--- src/rtl/mem_access_unit_if.sv ---
// Request/response and RAM-side signal bundle for mem_access_unit.
// Latency: none (wiring only).
// Backpressure: req_ready qualifies req_valid; the RAM side has no backpressure.
interface mem_access_unit_if #(
    parameter int ADDR_WIDTH     = 32,
    parameter int RAM_ADDR_WIDTH = 14
);
    // core request
    logic                      req_valid;
    logic                      req_ready;
    logic                      req_write;
    logic [1:0]                req_size;
    logic                      req_unsigned;
    logic [ADDR_WIDTH-1:0]     req_addr;
    logic [31:0]               req_wdata;
    // core response
    logic                      resp_valid;
    logic                      resp_error;
    logic [31:0]               resp_rdata;
    // data RAM port
    logic [3:0]                ram_we;
    logic [RAM_ADDR_WIDTH-1:0] ram_addr;
    logic [31:0]               ram_data;
    logic [31:0]               ram_q;

    // master: the surroundings (execute stage plus data RAM) seen from outside the unit
    modport master (
        output req_valid, req_write, req_size, req_unsigned, req_addr, req_wdata, ram_q,
        input  req_ready, resp_valid, resp_error, resp_rdata, ram_we, ram_addr, ram_data
    );

    // slave: the access unit itself
    modport slave (
        input  req_valid, req_write, req_size, req_unsigned, req_addr, req_wdata, ram_q,
        output req_ready, resp_valid, resp_error, resp_rdata, ram_we, ram_addr, ram_data
    );
endinterface

--- src/rtl/mem_access_unit.sv ---
// Load/store initiator for a byte-enabled single-port RAM with alignment checking.
// Latency: legal access responds 2 cycles after acceptance, misaligned/illegal after 1.
// Backpressure: req_ready only in IDLE; one transaction in flight, requester holds its request.
module mem_access_unit #(
    parameter int ADDR_WIDTH     = 32,
    parameter int RAM_ADDR_WIDTH = 14,
    parameter int DATA_WIDTH     = 32
) (
    input  logic             clk,
    input  logic             reset,
    mem_access_unit_if.slave bus
);
    typedef enum logic [1:0] {IDLE, ACCESS, RESP} state_t;

    state_t                 state, state_nxt;
    logic                   wr_q, uns_q, err_q;
    logic [1:0]             size_q, lane_q;
    logic                   accept, misaligned;
    logic [3:0]             we_nxt;
    logic [DATA_WIDTH-1:0]  data_nxt, load_data;
    logic [7:0]             byte_sel;
    logic [15:0]            half_sel;
    logic                   unused_addr_bits;

    // the RAM is word addressed and smaller than the byte address space; high bits wrap
    assign unused_addr_bits = ^bus.req_addr[ADDR_WIDTH-1:RAM_ADDR_WIDTH+2];
    assign accept = bus.req_valid && bus.req_ready;

    // state register
    always_ff @(posedge clk) begin
        if (reset) state <= IDLE;
        else       state <= state_nxt;
    end

    // next state and handshake/response strobes
    always_comb begin
        state_nxt       = state;
        bus.req_ready   = 1'b0;
        bus.resp_valid  = 1'b0;
        bus.resp_error  = 1'b0;
        case (state)
            IDLE: begin
                bus.req_ready = 1'b1;
                if (bus.req_valid) state_nxt = misaligned ? RESP : ACCESS;
            end
            ACCESS: state_nxt = RESP;
            RESP: begin
                bus.resp_valid = 1'b1;
                bus.resp_error = err_q;
                state_nxt      = IDLE;
            end
            default: state_nxt = IDLE;
        endcase
    end

    // alignment check plus byte-enable and lane-replicated write data for the new request
    always_comb begin
        misaligned = 1'b0;
        we_nxt     = 4'b0000;
        data_nxt   = bus.req_wdata;
        case (bus.req_size)
            2'b00: begin
                we_nxt   = 4'b0001 << bus.req_addr[1:0];
                data_nxt = {4{bus.req_wdata[7:0]}};
            end
            2'b01: begin
                misaligned = bus.req_addr[0];
                we_nxt     = bus.req_addr[1] ? 4'b1100 : 4'b0011;
                data_nxt   = {2{bus.req_wdata[15:0]}};
            end
            2'b10: begin
                misaligned = (bus.req_addr[1:0] != 2'b00);
                we_nxt     = 4'b1111;
            end
            default: misaligned = 1'b1;
        endcase
    end

    // latch request attributes and drive the RAM; write enable is a one-cycle pulse
    always_ff @(posedge clk) begin
        if (reset) begin
            wr_q         <= 1'b0;
            uns_q        <= 1'b0;
            err_q        <= 1'b0;
            size_q       <= 2'b00;
            lane_q       <= 2'b00;
            bus.ram_we   <= 4'b0000;
            bus.ram_addr <= '0;
            bus.ram_data <= '0;
        end else begin
            bus.ram_we <= 4'b0000;
            if (accept) begin
                wr_q   <= bus.req_write;
                uns_q  <= bus.req_unsigned;
                err_q  <= misaligned;
                size_q <= bus.req_size;
                lane_q <= bus.req_addr[1:0];
                if (!misaligned) begin
                    bus.ram_addr <= bus.req_addr[RAM_ADDR_WIDTH+1:2];
                    bus.ram_data <= data_nxt;
                    bus.ram_we   <= bus.req_write ? we_nxt : 4'b0000;
                end
            end
        end
    end

    // pick the addressed lane out of the registered RAM output and extend it
    always_comb begin
        byte_sel  = 8'h00;
        half_sel  = 16'h0000;
        load_data = bus.ram_q;
        case (size_q)
            2'b00: begin
                case (lane_q)
                    2'd0:    byte_sel = bus.ram_q[7:0];
                    2'd1:    byte_sel = bus.ram_q[15:8];
                    2'd2:    byte_sel = bus.ram_q[23:16];
                    default: byte_sel = bus.ram_q[31:24];
                endcase
                load_data = {{24{~uns_q & byte_sel[7]}}, byte_sel};
            end
            2'b01: begin
                half_sel  = lane_q[1] ? bus.ram_q[31:16] : bus.ram_q[15:0];
                load_data = {{16{~uns_q & half_sel[15]}}, half_sel};
            end
            default: load_data = bus.ram_q;
        endcase
    end

    assign bus.resp_rdata = (state == RESP && !err_q && !wr_q) ? load_data : '0;
endmodule

--- src/flat_wrapper.sv ---
// flat-port wrapper written by rule: the top's interface ports become plain ports
module mem_access_unit_flat 
#(
    parameter int ADDR_WIDTH     = 32,
    parameter int RAM_ADDR_WIDTH = 14,
    parameter int DATA_WIDTH     = 32
)
  (clk, reset, bus_req_valid, bus_req_write, bus_req_size, bus_req_unsigned, bus_req_addr, bus_req_wdata, bus_ram_q, bus_req_ready, bus_resp_valid, bus_resp_error, bus_resp_rdata, bus_ram_we, bus_ram_addr, bus_ram_data);
  mem_access_unit_if #(.ADDR_WIDTH(ADDR_WIDTH), .RAM_ADDR_WIDTH(RAM_ADDR_WIDTH)) bus_i ();
  input  logic clk;
  input  logic reset;
  input wire logic [$bits(bus_i.req_valid)-1:0] bus_req_valid;
  input wire logic [$bits(bus_i.req_write)-1:0] bus_req_write;
  input wire logic [$bits(bus_i.req_size)-1:0] bus_req_size;
  input wire logic [$bits(bus_i.req_unsigned)-1:0] bus_req_unsigned;
  input wire logic [$bits(bus_i.req_addr)-1:0] bus_req_addr;
  input wire logic [$bits(bus_i.req_wdata)-1:0] bus_req_wdata;
  input wire logic [$bits(bus_i.ram_q)-1:0] bus_ram_q;
  output wire logic [$bits(bus_i.req_ready)-1:0] bus_req_ready;
  output wire logic [$bits(bus_i.resp_valid)-1:0] bus_resp_valid;
  output wire logic [$bits(bus_i.resp_error)-1:0] bus_resp_error;
  output wire logic [$bits(bus_i.resp_rdata)-1:0] bus_resp_rdata;
  output wire logic [$bits(bus_i.ram_we)-1:0] bus_ram_we;
  output wire logic [$bits(bus_i.ram_addr)-1:0] bus_ram_addr;
  output wire logic [$bits(bus_i.ram_data)-1:0] bus_ram_data;
  assign bus_i.req_valid = bus_req_valid;
  assign bus_i.req_write = bus_req_write;
  assign bus_i.req_size = bus_req_size;
  assign bus_i.req_unsigned = bus_req_unsigned;
  assign bus_i.req_addr = bus_req_addr;
  assign bus_i.req_wdata = bus_req_wdata;
  assign bus_i.ram_q = bus_ram_q;
  assign bus_req_ready = bus_i.req_ready;
  assign bus_resp_valid = bus_i.resp_valid;
  assign bus_resp_error = bus_i.resp_error;
  assign bus_resp_rdata = bus_i.resp_rdata;
  assign bus_ram_we = bus_i.ram_we;
  assign bus_ram_addr = bus_i.ram_addr;
  assign bus_ram_data = bus_i.ram_data;
  mem_access_unit #(.ADDR_WIDTH(ADDR_WIDTH), .RAM_ADDR_WIDTH(RAM_ADDR_WIDTH), .DATA_WIDTH(DATA_WIDTH)) u_core (.clk(clk), .reset(reset), .bus(bus_i));
endmodule
--- config.mk ---
export PLATFORM = sky130hd
export DESIGN_NAME = mem_access_unit_flat
export DESIGN_NICKNAME = d
export VERILOG_FILES = /design/src/rtl/mem_access_unit_if.sv /design/src/rtl/mem_access_unit.sv /design/src/flat_wrapper.sv
export SDC_FILE = /design/constraint.sdc
export NUM_CORES = 1
export LEC_CHECK = 0
export ABC_AREA = 1
export CAP_MARGIN = 40
export CORE_UTILIZATION = 38
export CTS_CLUSTER_SIZE = 8
export DETAILED_ROUTE_END_ITERATION = 12
export PLACE_DENSITY = 0.81
export SLEW_MARGIN = 10
export SYNTH_ARGS = -nofsm -noshare
export SYNTH_HDL_FRONTEND = slang
export SYNTH_SLANG_ARGS = --single-unit
--- constraint.sdc ---
create_clock -name clk -period 1.8 [get_ports clk]
set_input_delay 0.36 -clock clk [delete_from_list [all_inputs] [get_ports clk]]
set_output_delay 0.36 -clock clk [all_outputs]
set_load 0.02 [all_outputs]
==> impl_results.md, run 1 <==
* Net count after synthesis at 576
* R2R setup slack at 260 ps
* Library cells used by synthesis at 27
* Fin. Hold Viols at 0
* Compound-Gate Fraction of Synth Area at 0.220
* Slew @ Worst Pin at 338 ps
* Comb power frac at 0.334
* Cts bufs inserted at 9
* Adder-Cell Fraction of Synth Area at 0
* WP data required at 1440 ps
* Fin crit share at 1.16
* Crit. End Element: primary output
* Max IR drop VDD at 663 uV
* Arr. time, crit path at 1740 ps
* Layout Utilization at 0.728
* Share of layout cells above drive strength 1 at 0.232
* H-tree depth at 3
* XOR/XNOR Fraction of Synth Area at 0
* Syn Inst Count at 473
* Area contributors post-synth: dfxtp_1, nand3_1, nand2_1
* Hold Buf Count CTS at 0
* Largest net degree at the start of global routing at 33
* RSZ-0062 raised after global routing: yes
* Power Density at 657 nW/um2
* Clock Pin Slew Worst Setup and Hold Paths at 70 ps
* Post-Syn Area per Cell at 6.63 um2
* CP Class: flip-flop to primary output
* Cells on Worst Hold Path at 2
* Share of the synthesized area in the top cell type at 0.377
* Fill cells at 626
* Worst setup SP type: flip-flop
* GR Overflow Total at 0
* Yosys top cell by area: dfxtp_1
* Min-Delay Path Class: flip-flop to flip-flop
* Area growth from synthesis to layout at 82.4%
* Grt met1 use at 0.310
* Drt wl/cell at 15.7 um
* Clock share of power at 0.286
* Fin nets at 784
* Total Routing Usage GR at 0.281
* Core ar. at 7850 um2
* Hpwl dp at 8880 um
* Worst-path fanout max at 5
* Final min period at 2100 ps
* Later-pin clock latency in the skew report at 330 ps
* DRC at 0
* CTS Sinks at 59
* Synth Register Bits at 59
* Power Internal at 2.54 mW
* Met2 Use GR at 0.492
* Status: finished, violations left
* Post-Syn Area at 3130 um2
* Pwr Total at 3.76 mW
* Post-synthesis sequential area ratio at 0.377
* Final Max Slew Viols at 0
* First-pass GRT wire length at 19200 um
* Worst Skew at 7.35 ps
* Pleak at 2.48 nW
* Placer Congestion at 0.889
* Placed Area at 5240 um2
* N_diodes at 0
* Boundary pin count at 188
* Ys Warns at 0
* Vias per inst at 5.32
* Hold path startpoint: u_core.bus.ram_addr[9]$_SDFFE_PP0P_
* Mux cell area share after synthesis at 0
* Post-Route WL at 12400 um
* Buffers on Ports at 171
* Setup violations, final at 31
* MaxCap Viol Count at 0
* Hold Crit Endpoint: u_core.bus.ram_addr[9]$_SDFFE_PP0P_
* Global Route met3 Usage at 0.0870
* R2R Path Start: u_core.state[0]$_SDFFE_PP0P_
* Root buf cell: clkbuf_8
* Post-Synth Simple-Gate Area at 0.319
* CTS tree: yes
* Drt first-iter violations at 171
* Initial antenna violation count at 0
* Largest family of logic cells by synthesized area: simple AND/OR/NAND/NOR gates
* Floorplan die height at 92.8 um
* Setup_tns at -6940 ps
* Num rows at 32
* Reg2Reg Capture Point: u_core.bus.ram_data[20]$_SDFFE_PP0P_
* Post-route cell area at 5720 um2
* Die width at 92.8 um
* Vias at 4193
* DRT Pass-1 Iters at 5
* Gr busiest metal: met2
* Longest Clk Path Bufs at 2
* Post-placement cell count at 765
* Antenna Nets Post-Route at 0
* Sw Pwr at 1.21 mW
* Sw frac at 0.323
* Vias in the first global route at 4127
* Fmax at 477 MHz
* Failing checks: setup timing
* Slew HR at 0.772
* R2R depth at 7
* Final Instance Count excl. Fillers at 788
* Starting Density at 0.399
* Slack of the critical path at -296 ps
* Die area at 8620 um2
* Reg power frac at 0.380
[routing by layer]
layer / routed length, um / vias up
met5: 0 / -
met4: 397 / 0
met3: 1430 / 35
met2: 5970 / 243
met1: 4560 / 1904
li1: - / 2011
[cells in the final DEF (no fill, tap or decap), types with 5 or more instances in the layout]
cell and instances:
o211ai_1 12, a21oi_1 50, buf_4 51, clkbuf_8 11
dlygate4sd2_1 6, clkdlybuf4s50_1 131, nand2_1 76, inv_1 24
inv_2 5, nor2_4 18, buf_6 27, a31oi_1 5
nand2_2 8, nand3_1 62, nor2_1 44, o21ai_0 53
dfxtp_1 55, clkinv_2 5
[how the worst max path moves through the flow]
stage	from	slack, ps	end	cells after the start
2_1_floorplan	u_core.state[1]$_SDFFE_PP0P_	7	bus_resp_rdata[21]	7
3_3_place_gp	bus_ram_q[15]	-710	bus_resp_rdata[31]	10
3_5_place_dp	bus_ram_q[7]	-790	bus_resp_rdata[31]	10
4_1_cts	u_core.lane_q[1]$_SDFFE_PP0P_	-240	bus_resp_rdata[17]	8
5_1_grt	u_core.lane_q[1]$_SDFFE_PP0P_	-380	bus_resp_rdata[6]	7
6_report	u_core.lane_q[1]$_SDFFE_PP0P_	-300	bus_resp_rdata[6]	7
[kinds of logic (layout without fill, tap and decap cells)]
kind of cell           count (synthesis)  count (layout)
AOI/OAI and AO/OA                    128             128
buffers and inverters                 61             273
DFF                                   59              59
and+or+nand+nor                      225             226
[power by group through the flow]
stage	clock network (mW)	registers (mW)	logic, mW
3_5_place_dp	0	1.45	1.12
2_1_floorplan	0	1.50	0.465
5_1_grt	1.15	1.43	1.35
6_report	1.07	1.43	1.25
3_3_place_gp	0	1.45	1.11
4_1_cts	1.09	1.42	1.17
[state kept, by name, summed over array words and instances (netlist names)]
| signal | count |
|---|---|
| u_core.bus.ram_data | 32 |
| u_core.bus.ram_addr | 14 |
| u_core.bus.ram_we | 4 |
| u_core.lane_q | 2 |
| u_core.size_q | 2 |
| u_core.state | 2 |
| u_core.err_q | 1 |
| u_core.uns_q | 1 |
| u_core.wr_q | 1 |
[worst max-delay path, stage by stage, from the launching register on]
cell and delay (ps):
dfxtp_4 410, buf_6 120, buf_4 120, nor2_1 60, o211ai_1 170, o211ai_1 150, a21oi_1 200, buf_4 170
[per-stage QoR]
stage               hold slack (ps)  setup slack (ps)
finish                          468              -296
global route                    488              -379
CTS                             470              -245
detailed placement              459              -794
global placement                454              -709
floorplan                       421              6.76
[cells in the mapped netlist (all sizes together)]
cell type	instances
o21a	1
o21ai	58
nor3	2
buf	15
a211oi	1
inv	31
dfxtp	59
a31oi	5
a21oi	51
o211ai	12
nor2	66
clkinv	2
nand2	88
or2	1
clkbuf	13
nand3	68
[area by class of cell]
class                   count  area (um2)  share of cell area
clock buffers              11         151              0.0265
clock inverters             5        27.5             0.00482
inverters                  33         133              0.0232
multi-input cells         354        1900               0.333
flip-flops and latches     59        1190               0.208
well taps                 102         128              0.0223
repair buffers            224        2180               0.382
[what timing repair did]
item | CTS | global route
setup buffers | 1 | 4
pin swaps | 6 | 22
setup endpoints to repair | 35 | 37
resized for setup | 205 | 54
gates cloned | 1 | 1
Note: power is estimated with default switching activity, not from simulation.
==> inputs of run 2 (changes only) <==
Settings changed: CAP_MARGIN 40 to 15.
==> results of run 2 <==
The final DEF is identical to that of run 1; final timing and power are the same.
==> inputs of run 3 (changes only) <==
==> constraint.sdc (replaced) <==
create_clock -name clk -period 1.8 [get_ports clk]
set_input_delay 0.36 -clock clk [delete_from_list [all_inputs] [get_ports clk]]
set_output_delay 0.36 -clock clk [all_outputs]
set_load 0.01 [all_outputs]
==> run 3 against run 2 <==
Net effect: the flow still finishes with violations (setup timing); first-iteration DRC count increased by 14%; worst hold slack about the same; critical path type is now primary input to primary output; largest power group unchanged; cell count unchanged.
==> impl_results.md, run 3 (synthesized netlist as in run 1, its figures left out) <==
* Status: finished, violations left
* Failing checks: setup timing
* Buffers on Ports at 171
* Crit. End Element: primary output
* Post-route cell area at 5560 um2
* Fill cells at 625
* Most flops, register: u_core.bus.ram_data
* Clock Pin Slew Worst Setup and Hold Paths at 70 ps
* MaxCap Viol Count at 0
* Share of layout cells above drive strength 1 at 0.226
* Setup violations, final at 32
* Largest net degree at the start of global routing at 43
* N_diodes at 0
* Area growth from synthesis to layout at 77.4%
* Die area at 8620 um2
* Number of flip-flops in the largest register at 32
* Core ar. at 7850 um2
* Max IR drop VDD at 825 uV
* R2R Path Start: u_core.state[1]$_SDFFE_PP0P_
* Final Max Slew Viols at 0
* Drt first-iter violations at 195
* Fin. Hold Viols at 0
* Vias at 4156
* Min-Delay Path Class: flip-flop to flip-flop
* Worst-path fanout max at 8
* First-pass GRT wire length at 19800 um
* CP Class: primary input to primary output
* Antenna Nets Post-Route at 0
* Hpwl dp at 8830 um
* DRC at 0
* Fmax at 486 MHz
* Drt wl/cell at 15.5 um
* Root buf cell: clkbuf_8
* H-tree depth at 3
* Pwr Total at 3.91 mW
* DRT Pass-1 Iters at 5
* Vias per inst at 5.27
* Hold slack at 468 ps
* Total Routing Usage GR at 0.290
* Fin crit share at 1.14
* Most frequent cells in the layout: clkdlybuf4s50_1, nand2_1, dfxtp_1
* Placer Congestion at 0.855
* CP startpoint: bus_ram_q[23]
* Commonest non-fill, non-tap cell in the layout: clkdlybuf4s50_1
* Cts bufs inserted at 9
* Fin nets at 784
* R2R setup slack at 290 ps
* WP data required at 1440 ps
* Critical Path End: bus_resp_rdata[20]
* Floorplan die height at 92.8 um
* Longest Clk Path Bufs at 2
* Worst Skew at 4.91 ps
* R2R depth at 8
* Worst setup SP type: primary input
* CTS Sinks at 59
* Starting Density at 0.399
* Slew @ Worst Pin at 428 ps
* Reg2Reg Capture Point: u_core.bus.ram_we[0]$_SDFF_PP0_
* Pleak at 2.48 nW
* Power Density at 704 nW/um2
* Slack of the critical path at -259 ps
* GR Overflow Total at 0
* Largest regs: u_core.bus.ram_data (32), u_core.bus.ram_addr (14), u_core.bus.ram_we (4)
* Later-pin clock latency in the skew report at 340 ps
* CTS tree: yes
* Hold Buf Count CTS at 0
* Post-Route WL at 12200 um
* Final min period at 2060 ps
* Placed Area at 5240 um2
* Num rows at 32
* Initial antenna violation count at 0
* Die width at 92.8 um
* Cells on Worst Hold Path at 2
* RSZ-0062 raised after global routing: yes
* Boundary pin count at 188
* Arr. time, crit path at 1700 ps
* Setup_tns at -6440 ps
* Slew HR at 0.712
* Vias in the first global route at 4193
## run 3: changes by cell type in the layout (fill, tap and decap cells not counted), sizes merged, moves of 2 or more
| cell | delta |
|---|---|
| clkinvlp | +2 |
| clkbuf | -4 |
| bufinv | +2 |
| clkinv | -2 |
## run 3: cell type report
cell class                 count  area [um2]  area share
sequential                    59        1190       0.213
clock inverter                 7        92.6      0.0167
tap                          102         128      0.0230
multi-input combinational    354        1840       0.332
clock buffer                   9         124      0.0223
inverter                      33         136      0.0245
timing repair buffer         224        2050       0.369
## run 3: metrics by stage
stage | util | worst slack (ps) | cells
after detailed placement | 0.668 | -700 | 764
after CTS | 0.699 | -209 | 787
after global routing | 0.709 | -326 | 788
after floorplan | - | 72.7 | 473
after global placement | 0.668 | -640 | 764
final | 0.709 | -259 | 788
## run 3: per-layer routing
metal	track usage	wire, um	vias up	part of all wire
met5	0	0	-	0
met4	0.140	370	0	0.030
met3	0.0829	1230	29	0.10
met2	0.515	5910	227	0.48
met1	0.314	4680	1893	0.38
li1	-	-	2007	-
## run 3: how the worst min path moves through the flow
stage / startpoint / end
finish: u_core.bus.ram_addr[10]$_SDFFE_PP0P_ / u_core.bus.ram_addr[10]$_SDFFE_PP0P_
global route: u_core.bus.ram_addr[10]$_SDFFE_PP0P_ / u_core.bus.ram_addr[10]$_SDFFE_PP0P_
CTS: u_core.bus.ram_addr[10]$_SDFFE_PP0P_ / u_core.bus.ram_addr[10]$_SDFFE_PP0P_
detailed placement: u_core.bus.ram_addr[10]$_SDFFE_PP0P_ / u_core.bus.ram_addr[10]$_SDFFE_PP0P_
global placement: u_core.bus.ram_addr[3]$_SDFFE_PP0P_ / u_core.bus.ram_addr[3]$_SDFFE_PP0P_
floorplan: u_core.state[1]$_SDFFE_PP0P_ / u_core.state[1]$_SDFFE_PP0P_
## run 3: critical path, stage by stage
cell and delay, ps:
clkdlybuf4s50_1 440, o21ai_1 220, nand2_4 90, nand3_4 90, nand3_4 150, nand2_8 150
nor2_1 60, buf_2 130
## run 3: power by group
group          internal, mW  switching [mW]
sequential             1.38          0.0509
combinational         0.588           0.569
clock                 0.773           0.556
total                  2.74            1.18
## run 3: what timing repair did
| action | 4_1_cts | 5_1_grt |
|---|---|---|
| pin swaps | 14 | 9 |
| setup endpoints to repair | 35 | 36 |
| cloned | 1 | 0 |
| resized for setup | 172 | 20 |
| buffers inserted | 6 | 1 |
